### src/rtl/uart_rx_fifo.sv
// uart_rx_fifo
//   Receive-side byte buffer between uart_rx and its consumer. The byte-ready
//   level from uart_rx (clk_speed domain) is synchronised into clk. Each rising
//   edge captures one byte into a first-word-fall-through FIFO. When a byte
//   arrives with the queue full and no pop in the same cycle, the byte is
//   dropped and a sticky overflow flag is raised.
//
// Ports
//   clk_i       system clock
//   rst_i       asynchronous, active-high reset
//   rx_data_i   byte from uart_rx, stable while rx_ready_i is high
//   rx_ready_i  byte-ready level, asynchronous to clk_i
//   rd_en_i     pop request, honoured only while rd_valid_o is high
//   rd_data_o   head-of-queue byte, 0 when empty
//   rd_valid_o  queue non-empty
//   count_o     bytes stored, 0..DEPTH
//   full_o      count_o == DEPTH
//   empty_o     count_o == 0
//   overflow_o  sticky: a byte was dropped because the queue was full
//   ovf_clr_i   synchronous clear of overflow_o (a drop in the same cycle wins)

module uart_rx_fifo #(
    parameter int unsigned DATA_W = 8,
    parameter int unsigned DEPTH  = 16,
    parameter int unsigned ADDR_W = 4
) (
    input  logic              clk_i,
    input  logic              rst_i,
    input  logic [DATA_W-1:0] rx_data_i,
    input  logic              rx_ready_i,
    input  logic              rd_en_i,
    output logic [DATA_W-1:0] rd_data_o,
    output logic              rd_valid_o,
    output logic [ADDR_W:0]   count_o,
    output logic              full_o,
    output logic              empty_o,
    output logic              overflow_o,
    input  logic              ovf_clr_i
);

    localparam logic [ADDR_W:0]   CountOne  = (ADDR_W+1)'(1);
    localparam logic [ADDR_W:0]   CountFull = (ADDR_W+1)'(DEPTH);
    localparam logic [ADDR_W-1:0] PtrOne    = ADDR_W'(1);

    // ------------------------------------------------------------------
    // Synchroniser and edge detector
    // ------------------------------------------------------------------
    // The chain resets to all ones so that a ready level already high when
    // reset is released looks like "no edge" and produces no push.
    logic s1_q, s2_q, s3_q;
    logic push_req;

    always_ff @(posedge clk_i or posedge rst_i) begin
        if (rst_i) begin
            s1_q <= 1'b1;
            s2_q <= 1'b1;
            s3_q <= 1'b1;
        end else begin
            s1_q <= rx_ready_i;
            s2_q <= s1_q;
            s3_q <= s2_q;
        end
    end

    // s1 is the metastability stage; the edge is taken between s2 and s3.
    assign push_req = s2_q & ~s3_q;

    // ------------------------------------------------------------------
    // FIFO control state
    // ------------------------------------------------------------------
    logic [ADDR_W-1:0] wr_ptr_q, wr_ptr_d;
    logic [ADDR_W-1:0] rd_ptr_q, rd_ptr_d;
    logic [ADDR_W:0]   count_q,  count_d;
    logic              full_q,   full_d;
    logic              empty_q,  empty_d;
    logic              overflow_q, overflow_d;

    logic pop;
    logic push;
    logic drop;

    // A pop frees a slot in the same cycle, so a full queue still accepts a
    // byte when the consumer pops alongside it.
    assign pop  = rd_en_i & ~empty_q;
    assign push = push_req & (~full_q | pop);
    assign drop = push_req & full_q & ~pop;

    always_comb begin
        wr_ptr_d   = wr_ptr_q;
        rd_ptr_d   = rd_ptr_q;
        count_d    = count_q;
        overflow_d = overflow_q;

        if (push) begin
            wr_ptr_d = wr_ptr_q + PtrOne;
        end
        if (pop) begin
            rd_ptr_d = rd_ptr_q + PtrOne;
        end

        unique case ({push, pop})
            2'b10:   count_d = count_q + CountOne;
            2'b01:   count_d = count_q - CountOne;
            default: count_d = count_q;
        endcase

        // Set has priority over clear so a drop is never lost.
        if (drop) begin
            overflow_d = 1'b1;
        end else if (ovf_clr_i) begin
            overflow_d = 1'b0;
        end

        full_d  = (count_d == CountFull);
        empty_d = (count_d == '0);
    end

    always_ff @(posedge clk_i or posedge rst_i) begin
        if (rst_i) begin
            wr_ptr_q   <= '0;
            rd_ptr_q   <= '0;
            count_q    <= '0;
            full_q     <= 1'b0;
            empty_q    <= 1'b1;
            overflow_q <= 1'b0;
        end else begin
            wr_ptr_q   <= wr_ptr_d;
            rd_ptr_q   <= rd_ptr_d;
            count_q    <= count_d;
            full_q     <= full_d;
            empty_q    <= empty_d;
            overflow_q <= overflow_d;
        end
    end

    // ------------------------------------------------------------------
    // Storage
    // ------------------------------------------------------------------
    // Contents are deliberately not reset; they are only visible through
    // rd_data_o, which is forced to zero while the queue is empty.
    logic [DATA_W-1:0] mem_q [DEPTH];

    // rx_data_i is sampled directly: upstream holds it stable well beyond
    // the synchroniser latency, so it is settled by the push cycle.
    always_ff @(posedge clk_i) begin
        if (push) begin
            mem_q[wr_ptr_q] <= rx_data_i;
        end
    end

    // ------------------------------------------------------------------
    // Outputs
    // ------------------------------------------------------------------
    always_comb begin
        rd_data_o = '0;
        if (!empty_q) begin
            rd_data_o = mem_q[rd_ptr_q];
        end
    end

    assign rd_valid_o = ~empty_q;
    assign count_o    = count_q;
    assign full_o     = full_q;
    assign empty_o    = empty_q;
    assign overflow_o = overflow_q;

endmodule
### config.mk
export PLATFORM = sky130hd
export DESIGN_NAME = uart_rx_fifo
export DESIGN_NICKNAME = d
export VERILOG_FILES = /design/src/rtl/uart_rx_fifo.sv
export SDC_FILE = /design/constraint.sdc
export NUM_CORES = 1
export LEC_CHECK = 0
export CORE_AREA = 2 2 135 137
export CTS_CLUSTER_SIZE = 20
export DETAILED_ROUTE_END_ITERATION = 10
export DIE_AREA = 0 0 137 139
export GPL_TIMING_DRIVEN = 0
export SETUP_SLACK_MARGIN = 0.5
export SLEW_MARGIN = 30
export SYNTH_ARGS = -nofsm -noshare
export SYNTH_HDL_FRONTEND = slang
export SYNTH_SLANG_ARGS = --single-unit
### constraint.sdc
create_clock -name clk_i -period 2.85 [get_ports clk_i]
set_clock_uncertainty 0.15 [all_clocks]
set_input_delay 0.4275 -clock clk_i [delete_from_list [all_inputs] [get_ports clk_i]]
set_output_delay 0.4275 -clock clk_i [all_outputs]
set_load 0.01 [all_outputs]
Yosys cells after proc, flatten, opt, wreduce, memory -nomap -nowiden
Memories as Yosys holds them, arrays and structs flattened.
Index checks and enable logic that the tools add are counted.
- add/subtract/negate cells: 4
- equal/unequal tests: 3
- muxes and demuxes: 6
- bitwise gates (word level): 10
- reductions and logical operators: 2
- operators with widths (operator ; number):
    $pmux 5 s2 ; 1
    $add 4x1->4 const B ; 2
    $mux 8 ; 1
    $add 5x1->5 const B ; 1
    $and 1x1->1 ; 5
    $eq 5x5->1 const B ; 1
    $logic_not 5->1 ; 1
    $sub 5x1->5 const B ; 1
    $mux 1 ; 4
    $not 1->1 ; 4
    $eq 2x1->1 const B ; 1
    $eq 2x2->1 const B ; 1
    $reduce_bool 2->1 ; 1
    $or 1x1->1 ; 1
- register bits after elaboration: 19
- bits in writable memories: 128
- input port bits: 13
- output and inout port bits: 17
- logic and storage cells: 35
- memories kept: 1
- memory list (memory ; words ; width ; read ports ; clocked after memory_dff ; write ports ; line ; text):
    mem_q ; 16 ; 8 ; 1 ; 0 ; 1 ; 141 ; logic [DATA_W-1:0] mem_q [DEPTH];

Longest topological paths before layout
Gate-level depths: netlist of the first run.
- depth in word-level cells: 7
- mapped depth: 12
- mapped depth without buffers: 11

Worst setup path after synthesis of the first run
Ideal clock, no wire load.
- path kind: register to register
- start point: reg empty_q, in the netlist empty_o
- end point: reg full_q, in the netlist full_o
- library setup time: 0.088 ns
- data arrival time: 2.642 ns
- required time: 2.612 ns
- slack: -0.030 ns
- cell stages (with the launch flop): 13
- path buffers: 1
- period minus slack after synthesis: 2.880 ns
- cells stage by stage: dfstp_2 nand2b_1 a21oi_2 inv_1 ha_1 clkbuf_1 xor2_1 ha_1 o21ai_0 a221oi_1 o211ai_1 xnor2_1 nor3b_1
- longest elaborated chain between the ends: 7
- elaborated cells between the ends (all ways): 8
- classes of those cells: eq/ne: 3; mux: 1; bitwise: 4
- RTL lines (element ; line ; text):
    start, declared ; 75 ; logic empty_q, empty_d;
    start signal, assigned ; 131 ; empty_q <= empty_d;
    $not 1->1 * ; 84 ; assign pop = rd_en_i & ~empty_q;
    $and 1x1->1 * ; 84 ;
    $or 1x1->1 ; 85 ; assign push = push_req & (~full_q | pop);
    $and 1x1->1 ; 85 ;
    $eq 2x1->1 / $eq 2x2->1 (equally long branches) ; 101 ; unique case ({push, pop})
    $pmux 5 s2 * ; 101 ;
    named net count_d[4] ; 73 ; logic [ADDR_W:0] count_q, count_d;
    $eq 5x5->1 * ; 114 ; full_d = (count_d == CountFull);
    named net full_d ; 74 ; logic full_q, full_d;
    end signal, assigned ; 130 ; full_q <= full_d;
    end, declared ; 74 ;
Mark *: on every way through the listed nets, which the timed path passes. The rest lies on a longest branch.
A chain may end at the register's enable or synchronous reset.

Worst setup path in the final report of the first run
- start point: reg rd_ptr_q[0]
- end point: out rd_data_o[5]
- longest elaborated chain between the ends: 2
- RTL lines (element ; line ; text):
    start, declared ; 72 ; logic [ADDR_W-1:0] rd_ptr_q, rd_ptr_d;
    start signal, assigned ; 128 ; rd_ptr_q <= rd_ptr_d;
    $mem_v2 16x8 ; - ;
    $mux 8 ; 156 ; if (!empty_q) begin
    end, declared ; 32 ; output logic [DATA_W-1:0] rd_data_o,
No other way between the ends.

==> results by group, run 1 <==
Pwr
  – Switching pwr: 2.44 mW
  – VDD IR max: 0.489 mV
  – Reg power frac: 0.328
  – Int Power: 5.61 mW
  – Comb pwr share: 0.406
  – P_leak: 2.63 nW
  – Clock power share: 0.265
  – Pwr per Cell Area: 1030 nW/um^2
  – Sw frac: 0.303

CTS
  – Clk root buf: clkbuf_16
  – Worst-Skew Late Latency: 420 ps
  – H-tree depth: 4
  – Clock sink total: 147
  – CTS hold repair buffers: 0
  – Number of CTS-inserted buffers: 17
  – Clock Tree Buf Depth: 2
  – CTS tree: built
  – Clock-pin transition on the worst setup and hold timing paths: 60 ps

Global route
  – GRT Total Usage: 0.134
  – GRT met3 Usage: 0.0355
  – Busiest grt layer: met2
  – Largest net degree at the start of global routing: 20
  – Grt total ovfl: 0
  – First-pass GRT wire length: 18100 um
  – Vias in the first global route: 3133
  – M2 GR Usage: 0.216
  – Antenna violations before repair: 0
  – Routing usage on met1: 0.173

Synth
  – Synth Register Bits: 147
  – Most common cell in the netlist: edfxtp_1
  – Synth top area share: 0.632
  – Largest family of logic cells by synthesized area: multiplexers
  – Synth top cells by count: edfxtp_1, mux4_1, mux4_2
  – Syn. warnings: 0
  – Avg Cell Area, Syn: 20.1 um^2
  – Mux cell area share after synthesis: 0.163
  – Synth Area in Compound Gates: 0.0159
  – Register area share after synthesis: 0.712
  – Yosys top cell by area: edfxtp_1
  – Simple-Gate Fraction of Synth Area: 0.0496
  – Synth Net Count: 324
  – Distinct cells, synth: 38
  – Post-Synth XOR/XNOR Area: 0.0159
  – Post-synth EDFFs: 128
  – Synth Instances: 303
  – Main flop type after synthesis: edfxtp_1
  – Post-synthesis cell area: 6080 um^2
  – Dominant cells by area after synthesis: edfxtp_1, mux4_1, mux4_2
  – Adder-cell share of the synthesized area: 0.0165
  – Post-synth ARST share: 0.129

Finish
  – Synth-to-layout area growth: 28.1%
  – Layout cells sized above 1: 0.414
  – Nets: 397
  – # diodes: 0
  – Post-layout util: 0.441
  – Final std cells w/o fill: 618

Drt
  – Vias: 3034
  – WL/cell: 19.3 um
  – Post-DRT Antenna Nets: 0
  – DRC: 0
  – Iteration-0 DRC Markers: 225
  – Vias per cell: 4.91
  – DRT Wirelength: 11900 um
  – 1st-pass router iterations: 4

Place
  – HPWL after DPL: 7740 um
  – GP Congestion: 0.715
  – Dpl cells: 565
  – # port buffers: 29

STA
  – Final Hold Fails: 0
  – Final Setup Violations: 8
  – Crit path time final: 3050 ps
  – Relative slew slack: 0.495
  – Slew of the pin with the lowest slew margin: 756 ps
  – RSZ-0062 raised after global routing: true
  – Fmax: 328 MHz
  – Final period util: 1.07
  – Slew Limit Fails: 0
  – Final Worst Setup Slack: -199 ps

Die
  – Rows: 49
  – Die H: 139 um
  – Core area: 17700 um^2
  – Die ar.: 19000 um^2
  – Starting Density: 0.344
  – Die Width: 137 um
  – Ports: 30

Outcome
  – Run status: finished with violations
  – Failing checks: setup timing

Min path
  – Min-delay worst type: reg -> reg

Setup path
  – Worst setup EP type: output port
  – CP Data Arrival Time: 2470 ps
  – Crit path max fanout: 7
  – Critical path data required time: 2270 ps
  – Critical setup path kind: reg -> out
  – CP Launch Type: flip-flop

Run
  – Max-capacitance violation count: 0
-- metal layers --
metal	vias to the layer above	wire (um)
met5	-	0
li1	1360	-
met4	0	204
met3	16	447
met2	60	6150
met1	1598	5140
-- final cells by class --
class                      count  area (um^2)
sequential                   147         4320
tap                          229          287
buffer                        16          163
clock inverter                14          146
clock buffer                  18          429
timing repair buffer          54          588
multi-input combinational    129         1800
fill                        1528         9870
inverter                      11         52.6
-- flip-flops by register name, summed over array words and instances (netlist names) --
register,count
s1_q,1
empty_o,1
wr_ptr_q,4
s2_q,1
s3_q,1
rd_ptr_q,4
full_o,1
mem_q,128
count_o,5
overflow_o,1
-- cells in the final DEF, fill, tap and decap left out, types with 4 or more instances in the layout --
cell and count:
buf_12 7, clkbuf_16 17, buf_6 12, inv_8 4
clkbuf_1 5, ha_1 5, xnor2_1 7, nor2_4 4
clkinv_4 5, nor3_4 4, and2_2 4, inv_1 8
buf_4 15, mux4_2 37, dfrtp_1 15, edfxtp_1 128
dfstp_2 4, buf_2 6, and2_4 9, clkdlybuf4s50_1 19
nand2_1 10, nor4_4 4
-- power groups by stage --
stage          Combinational [mW]  Clock [mW]  Sequential (mW)
2_1_floorplan                1.77           0             2.68
3_3_place_gp                 2.54           0             2.67
3_5_place_dp                 2.63           0             2.68
4_1_cts                      3.12        2.18             2.64
5_1_grt                      3.49        2.28             2.65
6_report                     3.27        2.13             2.64
-- metrics by stage --
step	hold slack, ps	setup slack [ps]	TNS (ps)	total power, mW	area, um^2
final	207	-199	-1440	8.04	7780
after floorplan	195	234	0	4.45	6080
after CTS	208	-212	-1550	7.94	7610
after global routing	205	-261	-1920	8.42	7780
after global placement	197	-685	-28650	5.21	6660
after detailed placement	201	-513	-2680	5.31	6720
-- kinds of logic after synthesis --
| kind of cell | Yosys count |
|---|---|
| xor gates and xnor gates | 11 |
| buffers and inverters | 27 |
| AOI/OAI and AO/OA | 14 |
| adders and majority gates | 8 |
| and+or+nand+nor | 55 |
| muxes | 41 |
| DFF | 147 |
-- final timing paths --
kind                                end  cells after the start  slack (ps)         from
max                        rd_data_o[5]                      7        -200  rd_ptr_q[0]
min                                s2_q                      0         210         s1_q
max reg2reg                      full_o                     12         220      empty_o
min reg2reg                        s2_q                      0         210         s1_q
max in group asynchronous    count_o[1]                      2        1780        rst_i
min in group asynchronous    count_o[3]                      2         290        rst_i
-- worst max-delay path: stages, from the launching register on --
cell and delay (ps):
dfrtp_1 390, buf_12 160, buf_12 110, buf_16 100, mux4_2 520, mux4_2 490
and2_4 150, buf_6 110
-- timing repair --
| item | CTS | global route |
|---|---|---|
| gates resized for setup | 63 | 32 |
| buffers inserted | 15 | 3 |
| pin swaps | 13 | 7 |
| gates cloned | 3 | 0 |
| setup endpoints to repair | 47 | 59 |
No activity file was read; power rests on OpenSTA's default activity.
==> run 2: changes to the inputs <==
Settings changed: CAP_MARGIN set to 10, SKIP_LAST_GASP set to 1, TNS_END_PERCENT set to 10.
==> run 2 against run 1 <==
Against the previous run:
- the run still ends with setup timing left
- register-to-register slack got worse by 60 ps
- via count decreased by 1.3%
- die area unchanged
- count of clock-buffer cells in the layout decreased by 1
- routed wire length decreased by 4.2%
- first-iteration DRC count increased by 36%
- clock power increased by 4%
- sequential share of layout area increased by 1.7 points
- fmax decreased by 1.0%
- final area decreased by 2.9%
- utilization decreased by 1.3 points
- critical path type unchanged
==> results by group, run 2 (same netlist as run 1, synthesis figures left out) <==
Drt
  – DRC: 0 (unchanged)
  – DRT Wirelength: 11400 um (was 11900 um)
  – 1st-pass router iterations: 4 (unchanged)
  – Vias per cell: 4.84 (was 4.91)
  – Post-DRT Antenna Nets: 0 (unchanged)
  – Vias: 2995 (was 3034)
  – Iteration-0 DRC Markers: 306 (was 225)
  – WL/cell: 18.5 um (was 19.3 um)

CTS
  – Clk root buf: clkbuf_16 (unchanged)
  – Clock-pin transition on the worst setup and hold timing paths: 60 ps (about the same)
  – Clock Tree Buf Depth: 2 (unchanged)
  – CTS hold repair buffers: 0 (unchanged)
  – Number of CTS-inserted buffers: 17 (unchanged)
  – H-tree depth: 4 (unchanged)
  – Worst-Skew Late Latency: 410 ps (was 420 ps)
  – CTS tree: built (unchanged)
  – Clock sink total: 147 (unchanged)

Finish
  – Nets: 398 (was 397)
  – Most frequent cells in the layout: edfxtp_1, mux4_2, clkdlybuf4s50_1 (unchanged)
  – Finished layout cell area: 7560 um^2 (was 7780 um^2)
  – Max reg flops: 128 (unchanged)
  – Largest register by flop count: mem_q (unchanged)
  – Post-layout util: 0.428 (was 0.441)
  – Synth-to-layout area growth: 24.4% (was 28.1%)
  – Most common cell after layout, fill and taps aside: edfxtp_1 (unchanged)
  – Layout cells sized above 1: 0.331 (was 0.414)
  – # diodes: 0 (unchanged)
  – Final std cells w/o fill: 619 (was 618)

STA
  – Relative slew slack: 0.414 (was 0.495)
  – Fmax: 325 MHz (was 328 MHz)
  – Setup TNS: -1550 ps (was -1440 ps)
  – Slew of the pin with the lowest slew margin: 875 ps (was 756 ps)
  – Final Worst Setup Slack: -231 ps (was -199 ps)
  – Hold WS: 208 ps (was 207 ps)
  – Slew Limit Fails: 0 (unchanged)
  – Final Setup Violations: 8 (unchanged)
  – RSZ-0062 raised after global routing: true (unchanged)
  – Final period util: 1.08 (was 1.07)
  – Final Hold Fails: 0 (unchanged)
  – Crit path time final: 3080 ps (was 3050 ps)

Min path
  – Min-delay worst type: reg -> reg (unchanged)

Global route
  – First-pass GRT wire length: 18000 um (was 18100 um)
  – Antenna violations before repair: 0 (unchanged)
  – Grt total ovfl: 0 (unchanged)
  – Vias in the first global route: 3108 (was 3133)
  – Largest net degree at the start of global routing: 20 (unchanged)
  – GRT Total Usage: 0.128 (was 0.134)

Outcome
  – Run status: finished with violations (unchanged)
  – Failing checks: setup timing (unchanged)

Place
  – HPWL after DPL: 7690 um (was 7740 um)
  – Dpl cells: 568 (was 565)
  – GP Congestion: 0.723 (was 0.715)
  – # port buffers: 29 (unchanged)
  – Instance area after placement: 6790 um^2 (was 6720 um^2)

Pwr
  – VDD IR max: 0.539 mV (was 0.489 mV)
  – Pwr per Cell Area: 1010 nW/um^2 (was 1030 nW/um^2)
  – P_leak: 2.59 nW (was 2.63 nW)

Setup path
  – Critical path data required time: 2270 ps (about the same)
  – Worst setup EP type: output port (unchanged)
  – R2R Setup Slk: 160 ps (was 220 ps)
  – CP Data Arrival Time: 2500 ps (was 2470 ps)
  – CP Launch Type: flip-flop (unchanged)
  – Crit path max fanout: 6 (was 7)
  – Critical setup path kind: reg -> out (unchanged)

Die
  – Core area: 17700 um^2 (unchanged)
  – Die Width: 137 um (unchanged)
  – Ports: 30 (unchanged)
  – Starting Density: 0.344 (unchanged)
  – Rows: 49 (unchanged)
  – Die ar.: 19000 um^2 (unchanged)
  – Die H: 139 um (unchanged)

Run
  – Max-capacitance violation count: 0 (unchanged)
==> run 2: cell type report <==
class / count / area, um^2
tap: 229 / 287
fill: 1548 / 10100
buffer: 16 / 153
clock buffer: 17 / 425
sequential: 147 / 4320
timing repair buffer: 55 / 507
clock inverter: 15 / 169
multi-input combinational: 129 / 1650
inverter: 11 / 46.3
==> run 2: repair_timing <==
action                                 CTS  global route
gates resized for setup                 54             6
endpoints found under the hold margin    0             0
setup endpoints to repair               54            97
pin swaps                                0             4
buffers inserted                        11             8
==> run 2: final timing paths <==
kind                            cells after the start         from           end
min in group asynchronous                           2        rst_i   wr_ptr_q[0]
worst max register to register                     12         s2_q        full_o
worst max-delay path                                7  rd_ptr_q[0]  rd_data_o[7]
worst min-delay path                                0         s1_q          s2_q
worst min register to register                      0         s1_q          s2_q
max in group asynchronous                           2        rst_i   rd_ptr_q[2]
==> run 2: stage by stage <==
step | total power, mW | worst slack (ps)
after floorplan | 4.29 | 234
after global placement | 5.07 | -732
after detailed placement | 5.15 | -520
after CTS | 7.63 | -272
after global routing | 7.99 | -312
final | 7.62 | -231
==> run 2: critical path, stage by stage (launching register included) <==
cell,delay [ps]
dfrtp_1,370
buf_6,160
buf_12,130
buf_12,100
mux4_2,540
mux4_2,500
and2_1,170
buf_2,130
==> run 2: layer usage <==
metal / wire (um) / vias up / global-route usage
met5: 0 / - / 0
met3: 509 / 6 / 0.0387
li1: - / 1372 / -
met1: 5100 / 1552 / 0.169
met4: 111 / 0 / 0.0456
met2: 5720 / 65 / 0.202
==> run 2: where the power goes <==
| part | switching [mW] | internal (mW) |
|---|---|---|
| Combinational | 1.24 | 1.53 |
| Sequential | 0.0898 | 2.55 |
| Clock | 0.906 | 1.32 |
| Total | 2.23 | 5.39 |
==> RTL edit, RTL diff (config.mk and constraints of run 1) <==
Change the parameter `DEPTH` from 16 to 8.
--- a/src/rtl/uart_rx_fifo.sv
+++ b/src/rtl/uart_rx_fifo.sv
@@ -21,7 +21,7 @@
 
 module uart_rx_fifo #(
     parameter int unsigned DATA_W = 8,
-    parameter int unsigned DEPTH  = 16,
+    parameter int unsigned DEPTH  = 8,
     parameter int unsigned ADDR_W = 4
 ) (
     input  logic              clk_i,
Check against the original RTL: no difference found for any inputs over 10 cycles, from zero or initial values and one cycle with rst_i high; that may be too few to reach the edited logic, so the function may still have changed.
==> RTL edit against run 1 <==
Wire length is 45% lower; design area is 41% lower; setup slack better by 0.40 ns; combinational power is 46% lower; register-to-register slack worse by 0.02 ns; via count is 41% lower; global-route usage is 5.9 points lower; clock power is 46% lower; synthesized area is 44% lower; non-clock buffer count is 7 lower; first-iteration DRC count is 63% lower; fmax is 15% higher; sequential cell count is 66 lower; power is 44% lower; largest power group unchanged.
==> RTL edit: results (changes against run 1) <==
Parameter                              Value

Outcome
  Outcome    finished clean

Critical path
  Register-to-Register Setup Slack    0.20 ns (-0.02 ns)
  CP top delay family    simple AND/OR/NAND/NOR gates
  Crit path arrival time    2.75 ns (+0.28 ns)
  Critical Path Max Stage Delay    0.38 ns (-0.14 ns)
  Largest fanout on the critical path    4 (-3)
  Endpoint of the worst setup timing path    empty_o

Logic synthesis
  Cell types with the highest counts after synthesis    64 x sky130_fd_sc_hd__edfxtp_1, 15 x sky130_fd_sc_hd__nor2_1, 13 x sky130_fd_sc_hd__dfrtp_1, 13 x sky130_fd_sc_hd__mux4_2, 11 x sky130_fd_sc_hd__nand2_1
  Number of synthesized flops with an enable pin    64 (-50%)
  Total of flip-flops plus latches after synthesis    81 (-45%)
  Seq/Total Area, Yosys    69.6% (-1.6 points)
  Synthesized area per cell    18.1 µm² (-9.9%)
  Synth top area cells    sky130_fd_sc_hd__edfxtp_1 57%, sky130_fd_sc_hd__dfrtp_1 9.6%, sky130_fd_sc_hd__mux4_2 8.7%
  Post-synth net total    205 (-37%)
  Share of async-settable or async-resettable flops after synthesis    21.0% (+8.1 points)
  Cell variety after synth    35 (-7.9%)

Global route
  Global-route usage over all layers    7.50% (-5.9 points)
  Largest net degree at the start of global routing    18 (-10%)
  Wire length of the first global-routing pass    10600 µm (-42%)
  Global-route met1 utilization    9.54% (-7.8 points)
  Met3 track demand over resource    2.52% (-1.0 points)
  Via count of the first global-routing pass    1882 (-40%)
  Met2 Usage GRT    11.8% (-9.8 points)

Final layout
  Cell area after layout    0.00457 mm² (-41%)
  Layout cells sized above 1    40.1% (-1.3 points)
  Number of multi-input combinational cells in the layout    92 (-29%)
  Clock-cell share    6.60% (-0.80 points)
  Final net count    270 (-32%)
  Portion of the layout cell area used by non-clock buffers    12.9% (+3.3 points)
  Sequential share of cell area    51.5% (-4.1 points)
  Count of clock-net buffers in the final layout    10 (-8)
  Number of fill cells in the layout    1811 (+19%)
  Repair and plain buffers    63 (-10%)

Pwr
  Leakage power    1.61 nW (-39%)
  Seq pwr share    35.3% (+2.5 points)
  Worst supply voltage drop on vdd    0.278 mV (-43%)
  Sw frac    31.3% (+1.0 points)
  Power drawn by the clock network    1.16 mW (-46%)
  Sequential Power    1.60 mW (-39%)

Routing
  Drt first-iter violations    84 (-63%)
  Total vias in the final route    1775 (-41%)
  Mean routed wirelength per cell    13.4 µm (-30%)
  Met3 wire length    263 µm (-41%)
  DR vias/cell    3.65 (-26%)
  Wire length the detailed router placed on met1    2860 µm (-44%)

Clocking
  CTS H-tree lvls    3 (-1)
  Clk Latency, worst-skew pair    0.33 ns (-0.09 ns)
  Total CTS buffers    9 (-8)
  Number of setup buffers added after CTS    13 (-2)
  Quantity of gates resized following cts    44 (-30%)

STA
  Normalized max-slew margin    44.9% (-4.7 points)
  Final Hold Slack    0.206 ns (-0.000981 ns)
  Achievable frequency    377 MHz (+15%)

Placement
  Post-DP Area    0.00405 mm² (-40%)
  Cell Count Post-Placement    449 (-21%)
  Post-detailed-placement half-perimeter wirelength    4440 µm (-43%)
  Pre-CTS setup slack    -0.350 ns (+0.162 ns)
[RTL edit: changes by cell type in the layout (fill, tap and decap cells not counted), moves of 6 or more]
cell and delta:
sky130_fd_sc_hd__inv_1 -6, sky130_fd_sc_hd__clkbuf_16 -8, sky130_fd_sc_hd__mux2i_1 +8, sky130_fd_sc_hd__mux4_2 -22, sky130_fd_sc_hd__nor2_1 +9, sky130_fd_sc_hd__and2_4 -9
sky130_fd_sc_hd__edfxtp_1 -64
[RTL edit: cells by family (layout without fill, tap and decap cells)]
| kind of cell | count (synthesis) | count (layout) | share of synthesized area, % |
|---|---|---|---|
| buf+inv | 14 | 84 | 3.07 |
| compound gates | 9 | 9 | 1.96 |
| simple gates | 42 | 42 | 6.44 |
| flops | 81 | 81 | 69.6 |
| mux | 26 | 26 | 14.0 |
| xor+xnor | 10 | 10 | 3.04 |
| fa+ha+maj | 5 | 5 | 1.85 |
